## src/rtl/imm_pkg.sv

```systemverilog
// Shared types, opcode constants and the sign-extension helper for the
// pipelined immediate generator.
package imm_pkg;

   typedef enum logic [2:0] {
      FMT_NONE = 3'd0,
      FMT_I    = 3'd1,
      FMT_S    = 3'd2,
      FMT_B    = 3'd3,
      FMT_U    = 3'd4,
      FMT_J    = 3'd5,
      FMT_R    = 3'd6,
      FMT_SH   = 3'd7
   } fmt_e;

   typedef enum logic [1:0] {
      ST_EMPTY = 2'd0,
      ST_ONE   = 2'd1,
      ST_TWO   = 2'd2
   } occ_e;

   localparam logic [6:0] OPC_LOAD      = 7'b0000011;
   localparam logic [6:0] OPC_OP_IMM    = 7'b0010011;
   localparam logic [6:0] OPC_AUIPC     = 7'b0010111;
   localparam logic [6:0] OPC_OP_IMM_32 = 7'b0011011;
   localparam logic [6:0] OPC_STORE     = 7'b0100011;
   localparam logic [6:0] OPC_OP        = 7'b0110011;
   localparam logic [6:0] OPC_LUI       = 7'b0110111;
   localparam logic [6:0] OPC_OP_32     = 7'b0111011;
   localparam logic [6:0] OPC_BRANCH    = 7'b1100011;
   localparam logic [6:0] OPC_JALR      = 7'b1100111;
   localparam logic [6:0] OPC_JAL       = 7'b1101111;
   localparam logic [6:0] OPC_SYSTEM    = 7'b1110011;

   // All formats assemble a 32-bit value whose bit 31 is instr[31].
   function automatic logic [63:0] sext32(input logic [31:0] v);
      return {{32{v[31]}}, v};
   endfunction

endpackage

```

## src/rtl/imm_gen_pipe_if.sv

```systemverilog
// Upstream/downstream handshake bundle of the immediate generator.
interface imm_gen_pipe_if import imm_pkg::*; #(
   parameter int XLEN = 32
) ();
   logic            in_valid;
   logic            in_ready;
   logic [31:0]     in_instr;
   logic            out_valid;
   logic            out_ready;
   logic [XLEN-1:0] out_imm;
   fmt_e            out_fmt;
   logic            out_illegal;
   logic [31:0]     out_instr;

   modport slave (
      input  in_valid, in_instr, out_ready,
      output in_ready, out_valid, out_imm, out_fmt, out_illegal, out_instr
   );

   modport master (
      output in_valid, in_instr, out_ready,
      input  in_ready, out_valid, out_imm, out_fmt, out_illegal, out_instr
   );
endinterface

```

## src/rtl/imm_decode.sv

```systemverilog
// Combinational opcode decode: instruction word to extended immediate,
// format code and illegal flag.
module imm_decode import imm_pkg::*; #(
   parameter int XLEN = 32,
   parameter bit RV64 = (XLEN == 64)
) (
   input  logic [31:0]     i_instr,
   output logic [XLEN-1:0] o_imm,
   output fmt_e            o_fmt,
   output logic            o_illegal
);
   logic [6:0]  w_opc;
   logic [2:0]  w_funct3;
   logic        w_is_shift;
   logic [31:0] w_imm32;
   logic [31:0] w_imm_i;
   logic [31:0] w_shamt_w;
   logic [31:0] w_shamt_x;

   assign w_opc      = i_instr[6:0];
   assign w_funct3   = i_instr[14:12];
   assign w_is_shift = (w_funct3 == 3'b001) || (w_funct3 == 3'b101);
   assign w_imm_i    = {{20{i_instr[31]}}, i_instr[31:20]};
   assign w_shamt_w  = {27'd0, i_instr[24:20]};
   // OP-IMM shifts take a 6-bit shamt only on a 64-bit datapath.
   assign w_shamt_x  = (XLEN == 64) ? {26'd0, i_instr[25:20]} : w_shamt_w;

   always_comb begin
      w_imm32   = '0;
      o_fmt     = FMT_NONE;
      o_illegal = 1'b0;
      case (w_opc)
         OPC_LOAD, OPC_JALR, OPC_SYSTEM: begin
            o_fmt   = FMT_I;
            w_imm32 = w_imm_i;
         end
         OPC_OP_IMM: begin
            o_fmt   = w_is_shift ? FMT_SH : FMT_I;
            w_imm32 = w_is_shift ? w_shamt_x : w_imm_i;
         end
         OPC_OP_IMM_32: begin
            if (RV64) begin
               o_fmt   = w_is_shift ? FMT_SH : FMT_I;
               w_imm32 = w_is_shift ? w_shamt_w : w_imm_i;
            end else begin
               o_illegal = 1'b1;
            end
         end
         OPC_STORE: begin
            o_fmt   = FMT_S;
            w_imm32 = {{20{i_instr[31]}}, i_instr[31:25], i_instr[11:7]};
         end
         OPC_BRANCH: begin
            o_fmt   = FMT_B;
            w_imm32 = {{19{i_instr[31]}}, i_instr[31], i_instr[7],
                       i_instr[30:25], i_instr[11:8], 1'b0};
         end
         OPC_LUI, OPC_AUIPC: begin
            o_fmt   = FMT_U;
            w_imm32 = {i_instr[31:12], 12'h000};
         end
         OPC_JAL: begin
            o_fmt   = FMT_J;
            w_imm32 = {{11{i_instr[31]}}, i_instr[31], i_instr[19:12],
                       i_instr[20], i_instr[30:21], 1'b0};
         end
         OPC_OP: o_fmt = FMT_R;
         OPC_OP_32: begin
            if (RV64) o_fmt = FMT_R;
            else      o_illegal = 1'b1;
         end
         default: o_illegal = 1'b1;
      endcase
   end

   assign o_imm = XLEN'(sext32(w_imm32));
endmodule

```

## src/rtl/imm_gen_pipe.sv

```systemverilog
// Registered immediate generator: decode on the input side, then a
// two-entry (MAIN + SKID) buffer behind a valid/ready handshake.
module imm_gen_pipe import imm_pkg::*; #(
   parameter int XLEN = 32,
   parameter bit RV64 = (XLEN == 64)
) (
   input  logic           clk,
   input  logic           rst_n,
   input  logic           flush,
   imm_gen_pipe_if.slave  bus
);
   occ_e            r_state;
   occ_e            w_state_next;
   logic [XLEN-1:0] w_dec_imm;
   fmt_e            w_dec_fmt;
   logic            w_dec_ill;
   logic [XLEN-1:0] r_main_imm, r_skid_imm;
   fmt_e            r_main_fmt, r_skid_fmt;
   logic            r_main_ill, r_skid_ill;
   logic [31:0]     r_main_instr, r_skid_instr;
   logic            w_in_xfer;
   logic            w_out_xfer;

   imm_decode #(.XLEN(XLEN), .RV64(RV64)) u_decode (
      .i_instr   (bus.in_instr),
      .o_imm     (w_dec_imm),
      .o_fmt     (w_dec_fmt),
      .o_illegal (w_dec_ill)
   );

   assign w_in_xfer  = bus.in_valid && bus.in_ready;
   assign w_out_xfer = bus.out_valid && bus.out_ready;

   always_ff @(posedge clk or negedge rst_n) begin
      if (!rst_n) r_state <= ST_EMPTY;
      else        r_state <= w_state_next;
   end

   always_comb begin
      w_state_next = r_state;
      if (flush) begin
         w_state_next = ST_EMPTY;
      end else begin
         case (r_state)
            ST_EMPTY: if (w_in_xfer) w_state_next = ST_ONE;
            ST_ONE: begin
               if (w_in_xfer && !w_out_xfer)      w_state_next = ST_TWO;
               else if (!w_in_xfer && w_out_xfer) w_state_next = ST_EMPTY;
            end
            ST_TWO:  if (w_out_xfer) w_state_next = ST_ONE;
            default: w_state_next = ST_EMPTY;
         endcase
      end
   end

   // Entry data needs no clearing on flush: out_valid masks stale contents.
   always_ff @(posedge clk or negedge rst_n) begin
      if (!rst_n) begin
         r_main_imm   <= '0;
         r_main_fmt   <= FMT_NONE;
         r_main_ill   <= 1'b0;
         r_main_instr <= '0;
         r_skid_imm   <= '0;
         r_skid_fmt   <= FMT_NONE;
         r_skid_ill   <= 1'b0;
         r_skid_instr <= '0;
      end else if (!flush) begin
         if ((r_state == ST_EMPTY && w_in_xfer) ||
             (r_state == ST_ONE && w_in_xfer && w_out_xfer)) begin
            r_main_imm   <= w_dec_imm;
            r_main_fmt   <= w_dec_fmt;
            r_main_ill   <= w_dec_ill;
            r_main_instr <= bus.in_instr;
         end else if (r_state == ST_TWO && w_out_xfer) begin
            r_main_imm   <= r_skid_imm;
            r_main_fmt   <= r_skid_fmt;
            r_main_ill   <= r_skid_ill;
            r_main_instr <= r_skid_instr;
         end
         if (r_state == ST_ONE && w_in_xfer && !w_out_xfer) begin
            r_skid_imm   <= w_dec_imm;
            r_skid_fmt   <= w_dec_fmt;
            r_skid_ill   <= w_dec_ill;
            r_skid_instr <= bus.in_instr;
         end
      end
   end

   always_comb begin
      bus.in_ready    = (r_state != ST_TWO);
      bus.out_valid   = (r_state != ST_EMPTY);
      bus.out_imm     = r_main_imm;
      bus.out_fmt     = r_main_fmt;
      bus.out_illegal = r_main_ill;
      bus.out_instr   = r_main_instr;
   end
endmodule
```

## src/flat_wrapper.sv

```systemverilog
// flat-port wrapper written by rule: the top's interface ports become plain ports
module imm_gen_pipe_flat import imm_pkg::*;
#(
   parameter int XLEN = 32,
   parameter bit RV64 = (XLEN == 64)
)
  (clk, rst_n, flush, bus_in_valid, bus_in_instr, bus_out_ready, bus_in_ready, bus_out_valid, bus_out_imm, bus_out_fmt, bus_out_illegal, bus_out_instr);
  imm_gen_pipe_if #(.XLEN(XLEN)) bus_i ();
  input  logic clk;
  input  logic rst_n;
  input  logic flush;
  input wire logic [$bits(bus_i.in_valid)-1:0] bus_in_valid;
  input wire logic [$bits(bus_i.in_instr)-1:0] bus_in_instr;
  input wire logic [$bits(bus_i.out_ready)-1:0] bus_out_ready;
  output wire logic [$bits(bus_i.in_ready)-1:0] bus_in_ready;
  output wire logic [$bits(bus_i.out_valid)-1:0] bus_out_valid;
  output wire logic [$bits(bus_i.out_imm)-1:0] bus_out_imm;
  output wire logic [$bits(bus_i.out_fmt)-1:0] bus_out_fmt;
  output wire logic [$bits(bus_i.out_illegal)-1:0] bus_out_illegal;
  output wire logic [$bits(bus_i.out_instr)-1:0] bus_out_instr;
  assign bus_i.in_valid = bus_in_valid;
  assign bus_i.in_instr = bus_in_instr;
  assign bus_i.out_ready = bus_out_ready;
  assign bus_in_ready = bus_i.in_ready;
  assign bus_out_valid = bus_i.out_valid;
  assign bus_out_imm = bus_i.out_imm;
  assign bus_out_fmt = bus_i.out_fmt;
  assign bus_out_illegal = bus_i.out_illegal;
  assign bus_out_instr = bus_i.out_instr;
  imm_gen_pipe #(.XLEN(XLEN), .RV64(RV64)) u_core (.clk(clk), .rst_n(rst_n), .flush(flush), .bus(bus_i));
endmodule
```

## config.mk

```make
export PLATFORM = sky130hd
export DESIGN_NAME = imm_gen_pipe_flat
export DESIGN_NICKNAME = d
export VERILOG_FILES = /design/src/rtl/imm_pkg.sv /design/src/rtl/imm_gen_pipe_if.sv /design/src/rtl/imm_decode.sv /design/src/rtl/imm_gen_pipe.sv /design/src/flat_wrapper.sv
export SDC_FILE = /design/constraint.sdc
export NUM_CORES = 1
export LEC_CHECK = 0
export ABC_AREA = 0
export BUFFER_PORTS_ARGS = -buffer_cell sky130_fd_sc_hd__clkbuf_2
export CELL_PAD_IN_SITES_DETAIL_PLACEMENT = 1
export CELL_PAD_IN_SITES_GLOBAL_PLACEMENT = 2
export CORE_MARGIN = 5
export CORE_UTILIZATION = 37
export CTS_CLUSTER_DIAMETER = 80
export CTS_CLUSTER_SIZE = 16
export DETAILED_ROUTE_END_ITERATION = 10
export GPL_TIMING_DRIVEN = 0
export MAX_ROUTING_LAYER = met4
export PLACE_DENSITY = 0.95
export SKIP_LAST_GASP = 1
export SLEW_MARGIN = 20
export SYNTH_ARGS = -nofsm -noshare
export SYNTH_HDL_FRONTEND = slang
export SYNTH_SLANG_ARGS = --single-unit
```

## constraint.sdc

```tcl
create_clock -name clk -period 4 [get_ports clk]
set_input_delay 0 -clock clk [delete_from_list [all_inputs] [get_ports clk]]
set_output_delay 0 -clock clk [all_outputs]
set_load 0.02 [all_outputs]
```

==> results of run 1 <==
critical path: stages, from the launching register on:
cell      delay (ps)
dfrtp_1          420
nand2b_1         220
nor3_1           850
clkbuf_1         510
o21ai_0          190
nand2_1          100
stage by stage:
stage / hold slack, ps / power [mW] / instances / util [%]
finish: 20.0 / 4.32 / 1094 / 48.0
global route: 31.4 / 4.56 / 1094 / 48.0
CTS: 24.1 / 4.36 / 1094 / 48.0
detailed placement: 12.7 / 2.83 / 1031 / 42.8
global placement: 201 / 2.79 / 1030 / 42.6
floorplan: -296 / 2.45 / 707 / -
kinds of logic after synthesis:
logic type	synth area share [%]
and+or+nand+nor	24.1
DFF	54.9
AOI/OAI and AO/OA	15.6
buffers and inverters	4.61
muxes	0.338
xor gates and xnor gates	0.259
adders and majority gates	0.199
final cells by class:
| class | instances | area, um^2 |
|---|---|---|
| inverter | 7 | 26.3 |
| clock inverter | 8 | 70.1 |
| multi-input combinational | 507 | 2550 |
| buffer | 55 | 264 |
| clock buffer | 23 | 478 |
| timing repair buffer | 136 | 872 |
| fill | 1979 | 8650 |
| tap | 220 | 275 |
| sequential | 138 | 3450 |
registers in the layout, indices dropped and copies added, names as in the netlist:
signal,cells
u_core.r_state,2
u_core.r_skid_imm,32
u_core.bus.out_instr,32
u_core.bus.out_imm,32
u_core.r_skid_fmt,3
u_core.bus.out_illegal,1
u_core.r_skid_ill,1
u_core.bus.out_fmt,3
u_core.r_skid_instr,32
repair_timing:
| item | CTS | global route |
|---|---|---|
| buffers inserted | 0 | 0 |
| hold buffers | 32 | 0 |
| hold endpoints to repair | 168 | 0 |
path summary, 6_finish.rpt:
| check | startpoint | to | slack (ps) | depth (start not counted) |
|---|---|---|---|---|
| worst max-delay path | u_core.r_state[1]$_DFFE_PN0P_ | u_core.r_skid_fmt[2]$_DFFE_PN0P_ | 1640 | 5 |
| min in group asynchronous | rst_n | u_core.bus.out_instr[18]$_DFFE_PN0P_ | 100 | 2 |
| worst max register to register | u_core.r_state[1]$_DFFE_PN0P_ | u_core.r_skid_fmt[2]$_DFFE_PN0P_ | 1640 | 5 |
| worst min-delay path | bus_in_valid | u_core.r_state[0]$_DFFE_PN0P_ | 20 | 4 |
| max in group asynchronous | rst_n | u_core.r_skid_instr[27]$_DFFE_PN0P_ | 3120 | 3 |
| worst min register to register | u_core.r_skid_instr[9]$_DFFE_PN0P_ | u_core.r_skid_instr[9]$_DFFE_PN0P_ | 470 | 2 |
power by group through the flow:
stage / clock network (mW) / logic [mW] / registers (mW)
after global placement: 0 / 0.912 / 1.87
after detailed placement: 0 / 0.945 / 1.88
after floorplan: 0 / 0.438 / 2.01
final: 1.49 / 0.964 / 1.86
after CTS: 1.52 / 0.977 / 1.86
after global routing: 1.59 / 1.07 / 1.90
routing by layer:
| layer | share of wire, % | vias to the layer above |
|---|---|---|
| li1 | - | 2705 |
| met3 | 4.2 | 24 |
| met5 | 0 | - |
| met1 | 44 | 2909 |
| met4 | 1.6 | 0 |
| met2 | 50 | 124 |
cell usage in the layout, fill, tap and decap left out, types with 3 or more instances in the layout:
master / netlist / layout
a21oi_1: 10 / 10
a221oi_1: 14 / 14
a221oi_2: 10 / 10
a22oi_1: 4 / 4
a31oi_1: 52 / 52
buf_2: 19 / 19
buf_4: 3 / 3
buf_6: 3 / 3
clkbuf_1: 29 / 32
clkbuf_16: 0 / 17
clkbuf_2: 0 / 102
clkbuf_8: 0 / 4
clkinv_2: 0 / 5
dfrtp_1: 138 / 138
dlygate4sd3_1: 0 / 32
inv_1: 7 / 7
nand2_1: 212 / 212
nand2b_1: 5 / 5
nand3_1: 17 / 17
nand3b_1: 3 / 3
nor2_1: 116 / 116
nor2b_1: 4 / 4
nor3_1: 4 / 4
o21ai_0: 17 / 17
o22ai_1: 3 / 3
==> flow_metrics.tcl, run 1 <==
set metrics [dict create \
    outcome "finished clean" \
    vias 5762 \
    slew_viol_final 0 \
    fmax_mhz 424 \
    synth_nets 745 \
    grt_pass1_wl_um 33400 \
    worstMarginPinSlew_ps 1030 \
    cp-start-kind "flop" \
    crit_fanout 10 \
    clkPwrFrac_pct 34.6 \
    core-area_um2 16600 \
    clkSinkCount 138 \
    synth_area_per_cell_um2 8.90 \
    synth-seq-cells 138 \
    drive_above_1_share_pct 20.5 \
    rsz0062_at_grt "no" \
    cts_tree "done" \
    final_antenna_net_count 0 \
    gp_congestion 0.894 \
    swShare_pct 32.1 \
    die-area_um2 19700 \
    ys_top_cells_by_area "dfrtp_1 (55%), nand2_1 (13%), nor2_1 (6.9%), a31oi_1 (5.2%), a221oi_2 (2.4%)" \
    drt_iter0_drc 336 \
    finalSetupViolCount 0 \
    hold_violations 0 \
    antenna_cells 0 \
    clock_path_buffers 2 \
    grt_overflow 0 \
    critPathCaptureType "flop" \
    cap_violations 0 \
    drt-total-wl_um 20500 \
    drcViolationCount 0 \
    netlist_area_um2 6290 \
    place_area_um2 7120 \
    share_comb_of_total_power_pct 22.3 \
    finalCritPeriodShare_pct 59.0 \
    min_path_type "in -> reg" \
    ioPinCount 107 \
    use_met3_pct 3.95 \
    grt_util_met1_pct 28.5 \
    cts_inserted_buffers 17 \
    path_class "reg -> reg" \
    critPathRequiredTime_ps 4370 \
    p_sw_mw 1.39 \
    vdd_drop_max_v 0.000325 \
    synth_top_cell_area_share_pct 54.9 \
    setup_tns_ps 0 \
    track_usage_pct 22.1 \
    grt_max_degree 83 \
    worst_ep_arrival_time_ps 2730 \
    h-tree-depth 4 \
    skew_ps 6.81 \
    powerDensity_nw_per_um2 541 \
    seq_area_frac_synth_pct 54.9 \
    synth_cell_types 50 \
    start_util_pct 37.8 \
    synthToLayoutAreaGrowth_pct 26.9 \
    ctsResizeCount 0 \
    final_area_um2 7990 \
    syn_inst 707 \
    max_slew_margin_pct 30.8 \
    grt-busiest-layer "met2" \
    first_pass_iters 4 \
    yosysTopAreaCell "dfrtp_1" \
    dieHeight_um 140 \
    seqPwrFrac_pct 43.1 \
    clk_pin_slew_worst_paths_ps 60 \
    clock_latency_ps 430 \
    post-route-min-period_ps 2360 \
    synthTopCellsByCount "nand2_1 (212), dfrtp_1 (138), nor2_1 (116)" \
    hpwl_um 14200 \
    rows 47 \
    pre_cts_ws_ps 1690 \
    async_flop_share_pct 100 \
    setup_slack_ps 1640 \
    synth-main-ff-cell "dfrtp_1" \
    antenna_found_initial 0 \
    wire_per_inst_um 18.8 \
    final_nets 900 \
    die_w_um 140 \
    grt_pass1_vias 6177 \
    io_buffers 103 \
    synth_most_common_cell "nand2_1" \
    grtUsageMet2_pct 35.8 \
    ys_warn_count 0 \
    power_leakage_nw 3.72 \
    internal_power_mw 2.93 \
    root_buffer "clkbuf_16" \
    avgViaCountPerCell 5.27 \
    synth_edf_count 0 \
]
Note: power is estimated with default switching activity, not from simulation.
==> run 2, diff against run 1 <==
Settings changed: CORE_UTILIZATION 37 to 31, PLACE_DENSITY 0.95 to 0.85.
Clock period 4 ns to 2 ns, I/O delays scaled along.
==> run 2 against run 1 <==
Cell count rose by 5.0%; flip-flop and latch count did not move; power increased by 120%; largest cell class unchanged; design area increased by 5.4%; non-clock buffer count rose by 4.
==> flow_metrics.tcl, run 2 (synthesis results as in run 1) <==
set metrics [dict create \
    drt_iter0_drc 350 \
    antenna_found_initial 0 \
    power_leakage_nw 3.88 \
    finalCritPeriodShare_pct 95.8 \
    skew_ps 6.95 \
    rsz0062_at_grt "yes" \
    powerDensity_nw_per_um2 1120 \
    outcome "finished clean" \
    clock_path_buffers 2 \
    track_usage_pct 18.9 \
    start_util_pct 31.3 \
    die_w_um 152 \
    cap_violations 0 \
    die-area_um2 23300 \
    io_buffers 103 \
    drive_above_1_share_pct 23.9 \
    drcViolationCount 0 \
    setup_slack_ps 84.5 \
    stdcell_count 1149 \
    core-area_um2 20100 \
    h-tree-depth 4 \
    pre_cts_ws_ps -265 \
    regArea_um2 3450 \
    root_buffer "clkbuf_16" \
    path_class "reg -> reg" \
    cts_inserted_buffers 17 \
    grt_pass1_wl_um 33900 \
    drt-total-wl_um 21200 \
    final_common_cell "nand2_1" \
    avgViaCountPerCell 4.99 \
    hpwl_um 14700 \
    ioPinCount 107 \
    clkSinkCount 138 \
    hold_violations 0 \
    slew_viol_final 0 \
    final_antenna_net_count 0 \
    multi_input_area_um2 2620 \
    rows 52 \
    grt_max_degree 82 \
    num-fill-cells 2367 \
    worst_ep_arrival_time_ps 2220 \
    wire_per_inst_um 18.5 \
    fin_util_pct 41.9 \
    synthToLayoutAreaGrowth_pct 33.8 \
    fmax_mhz 522 \
    final_nets 904 \
    grt_pass1_vias 5976 \
    min_path_type "in -> reg" \
    cts_tree "done" \
    gp_congestion 0.850 \
    critPathRequiredTime_ps 2310 \
    mostFrequentLayoutCells "nand2_1 (212), dfrtp_1 (138), nor2_1 (116), clkbuf_2 (112), a31oi_1 (52)" \
    worstMarginPinSlew_ps 666 \
    critPathCaptureType "flop" \
    vdd_drop_max_v 0.000523 \
    clk_pin_slew_worst_paths_ps 60 \
    finalSetupViolCount 0 \
    cp-start-kind "flop" \
    dp.cells 1081 \
    clock_latency_ps 430 \
    first_pass_iters 5 \
    crit_fanout 10 \
    max_slew_margin_pct 55.2 \
    vias 5736 \
    antenna_cells 0 \
    post-route-min-period_ps 1920 \
    dieHeight_um 152 \
    grt_overflow 0 \
]
==> run 2: changes by cell type in the layout (fill, tap and decap cells not counted), sizes merged <==
| cell | before | now |
|---|---|---|
| bufinv | 1 | 7 |
| clkbuf | 155 | 149 |
| clkinvlp | 2 | 3 |
| dlygate4sd3 | 32 | 33 |
| buf | 27 | 30 |
==> run 2: layout make-up <==
class                   count  area share (%)
clock inverters            15            3.24
clock buffers              17            5.05
repair buffers            140            11.2
multi-input cells         507            31.1
inverters                   7           0.312
plain buffers              55            4.13
well taps                 270            4.01
flip-flops and latches    138            41.0
==> run 2: metal layers <==
metal / global-route usage (%) / vias up / part of all wire (%)
li1: - / 2712 / -
met3: 3.72 / 32 / 4.0
met1: 24.3 / 2857 / 46
met4: 5.90 / 0 / 2.2
met2: 30.3 / 135 / 48
met5: - / - / 0
==> run 2: final timing paths <==
path	startpoint	endpoint	slack, ps	cells after the start
max	u_core.r_state[1]$_DFFE_PN0P_	u_core.bus.out_illegal$_DFFE_PN0P_	80	7
min	bus_in_instr[3]	u_core.bus.out_instr[3]$_DFFE_PN0P_	70	4
max reg2reg	u_core.r_state[1]$_DFFE_PN0P_	u_core.bus.out_illegal$_DFFE_PN0P_	80	7
min reg2reg	u_core.r_skid_imm[7]$_DFFE_PN0P_	u_core.r_skid_imm[7]$_DFFE_PN0P_	470	2
max in group asynchronous	rst_n	u_core.r_skid_instr[15]$_DFFE_PN0P_	1100	3
min in group asynchronous	rst_n	u_core.bus.out_imm[7]$_DFFE_PN0P_	120	2
==> run 2: timing repair <==
action	4_1_cts	5_1_grt
hold endpoints to repair	167	0
setup endpoints to repair	126	113
hold buffers	33	0
gates cloned	0	0
buffers inserted	2	1
pin swaps	2	1
gates resized for setup	28	29
==> run 2: report_power, final <==
group | internal [mW] | total (mW) | switching [mW] | leakage (nW)
combinational | 0.745 | 1.99 | 1.25 | 1.84
clock | 2.47 | 3.74 | 1.27 | 0.329
sequential | 3.38 | 3.72 | 0.341 | 1.71
==> run 2: critical path: stages, from the launching register on <==
cell	delay, ps
dfrtp_1	430
nand2b_4	190
nand2b_1	140
buf_4	190
a21oi_4	180
buf_12	150
buf_6	160
mux2_2	340
==> run 2: stage by stage <==
stage	setup TNS, ps	hold slack [ps]	power [mW]	cell area, um^2
finish	0	69.3	9.45	8420
global route	-46.9	85.2	9.94	8420
CTS	-24.8	37.5	9.53	8330
detailed placement	-23650	20.8	5.66	7180
global placement	-234520	207	5.60	7150
floorplan	0	-296	4.90	6290
==> run 3, diff against run 2 <==
Settings changed: PLACE_DENSITY 0.85 to unset, PLACE_DENSITY_LB_ADDON set to 0.1, SETUP_SLACK_MARGIN set to 0.4.
==> run 3 against run 2 <==
Worst hold slack worse by 31 ps; die area unchanged; sequential share of layout area down 4.8 points; clock power down 11%; cell count up 3.0%; design area up 13%; clock skew up 3.8 ps; highest routed layer unchanged; largest power group is now sequential cells; global-route usage up 2.1 points; setup slack better by 130 ps; fmax up 7.2%; power down 0.15%; count of clock-buffer cells in the layout up 4.
==> flow_metrics.tcl, run 3 (synthesis results as in run 1) <==
set metrics [dict create \
    outcome "finished clean" \
    drt_iter0_drc 208 \
    grt_pass1_wl_um 37300 \
    rsz0062_at_grt "yes" \
    pre_cts_ws_ps -270 \
    rows 52 \
    skew_ps 10.7 \
    path_class "reg -> reg" \
    cp-start-kind "flop" \
    die_w_um 152 \
    dieHeight_um 152 \
    final_nets 939 \
    first_pass_iters 4 \
    setup_slack_ps 213 \
    min_path_type "in -> reg" \
    critPathCaptureType "flop" \
    max_slew_margin_pct 50.7 \
    finalSetupViolCount 0 \
    clk_pin_slew_worst_paths_ps 70 \
    root_buffer "clkbuf_16" \
    finalCritPeriodShare_pct 89.3 \
    grt_overflow 0 \
    die-area_um2 23300 \
    vias 5994 \
    h-tree-depth 4 \
    core-area_um2 20100 \
    wire_per_inst_um 20.3 \
    drive_above_1_share_pct 35.6 \
    setup_tns_ps 0 \
    grt_pass1_vias 6510 \
    synthToLayoutAreaGrowth_pct 51.5 \
    hold_violations 0 \
    whs_ps 38.0 \
    p_total_mw 9.43 \
    fin_util_pct 47.4 \
    antenna_found_initial 0 \
    start_util_pct 31.3 \
    grt_max_degree 89 \
    critPathRequiredTime_ps 2340 \
    io_buffers 103 \
    mostFrequentLayoutCells "nand2_1 (184), dfrtp_1 (138), clkbuf_2 (109), nor2_1 (107), a31oi_1 (51)" \
    fmax_mhz 560 \
    slew_viol_final 0 \
    track_usage_pct 20.9 \
    antenna_cells 0 \
    drcViolationCount 0 \
    cts_tree "done" \
    final_common_cell "nand2_1" \
    hpwl_um 15700 \
    vdd_drop_max_v 0.000624 \
    final_antenna_net_count 0 \
    cts_inserted_buffers 17 \
    gp_congestion 0.808 \
    clock_latency_ps 430 \
    power_leakage_nw 4.33 \
    avgViaCountPerCell 5.06 \
    clock_path_buffers 2 \
    cap_violations 0 \
    worst_ep_arrival_time_ps 2130 \
    powerDensity_nw_per_um2 990 \
    crit_fanout 7 \
    ioPinCount 107 \
    clkSinkCount 138 \
    worstMarginPinSlew_ps 732 \
    drt-total-wl_um 24000 \
    post-route-min-period_ps 1790 \
]
## run 3: cell type report
type	instances	area [um^2]
inverter	7	26.3
sequential	138	3450
multi-input combinational	507	2980
clock inverter	11	144
tap	270	338
buffer	55	621
clock buffer	21	460
timing repair buffer	175	1510
fill	2271	10600
## run 3: final timing paths
| kind | start | endpoint | slack [ps] | cells past startpoint |
|---|---|---|---|---|
| hold reg to reg | u_core.r_skid_instr[0]$_DFFE_PN0P_ | u_core.r_skid_instr[0]$_DFFE_PN0P_ | 480 | 2 |
| hold / removal | bus_in_instr[5] | u_core.bus.out_instr[5]$_DFFE_PN0P_ | 40 | 4 |
| setup reg to reg | u_core.r_state[1]$_DFFE_PN0P_ | u_core.bus.out_instr[25]$_DFFE_PN0P_ | 210 | 9 |
| max in group asynchronous | rst_n | u_core.bus.out_imm[26]$_DFFE_PN0P_ | 1100 | 3 |
| min in group asynchronous | rst_n | u_core.bus.out_instr[7]$_DFFE_PN0P_ | 80 | 2 |
| setup / recovery | u_core.r_state[1]$_DFFE_PN0P_ | u_core.bus.out_instr[25]$_DFFE_PN0P_ | 210 | 9 |
## run 3: where the power goes
group          internal [mW]  leakage, nW  switching (mW)
logic                  0.987         2.33            1.36
registers               3.38         1.71           0.395
clock network           2.03        0.297            1.28
total                   6.39         4.33            3.04
## run 3: what timing repair did
action	CTS	global route
endpoints found under the hold margin	165	0
setup endpoints to repair	137	138
resized for setup	100	144
pin swaps	26	19
hold buffers	33	0
buffers inserted	15	12
gates cloned	5	6
## run 3: stage by stage
step / area (um^2) / std cells
after floorplan: 6340 / 707
after global placement: 7200 / 1080
after detailed placement: 7230 / 1081
after CTS: 8820 / 1166
after global routing: 9530 / 1184
final: 9530 / 1184
## run 3: worst max-delay path, stage by stage, from the launching register on
cell       delay (ps)
dfrtp_1           400
nand2b_4          170
nand2b_4          140
buf_6             120
a21oi_4           210
buf_12            170
buf_12            140
clkbuf_16         160
nor2_2             30
a31oi_1           150
## run 3: routing by layer
metal	wire (um)	vias up	share of wire (%)	GRT usage, %
met1	10700	3042	45	26.6
li1	-	2787	-	-
met2	12100	137	50	34.8
met5	0	-	0	-
met3	838	28	3.5	3.58
met4	348	0	1.5	5.56
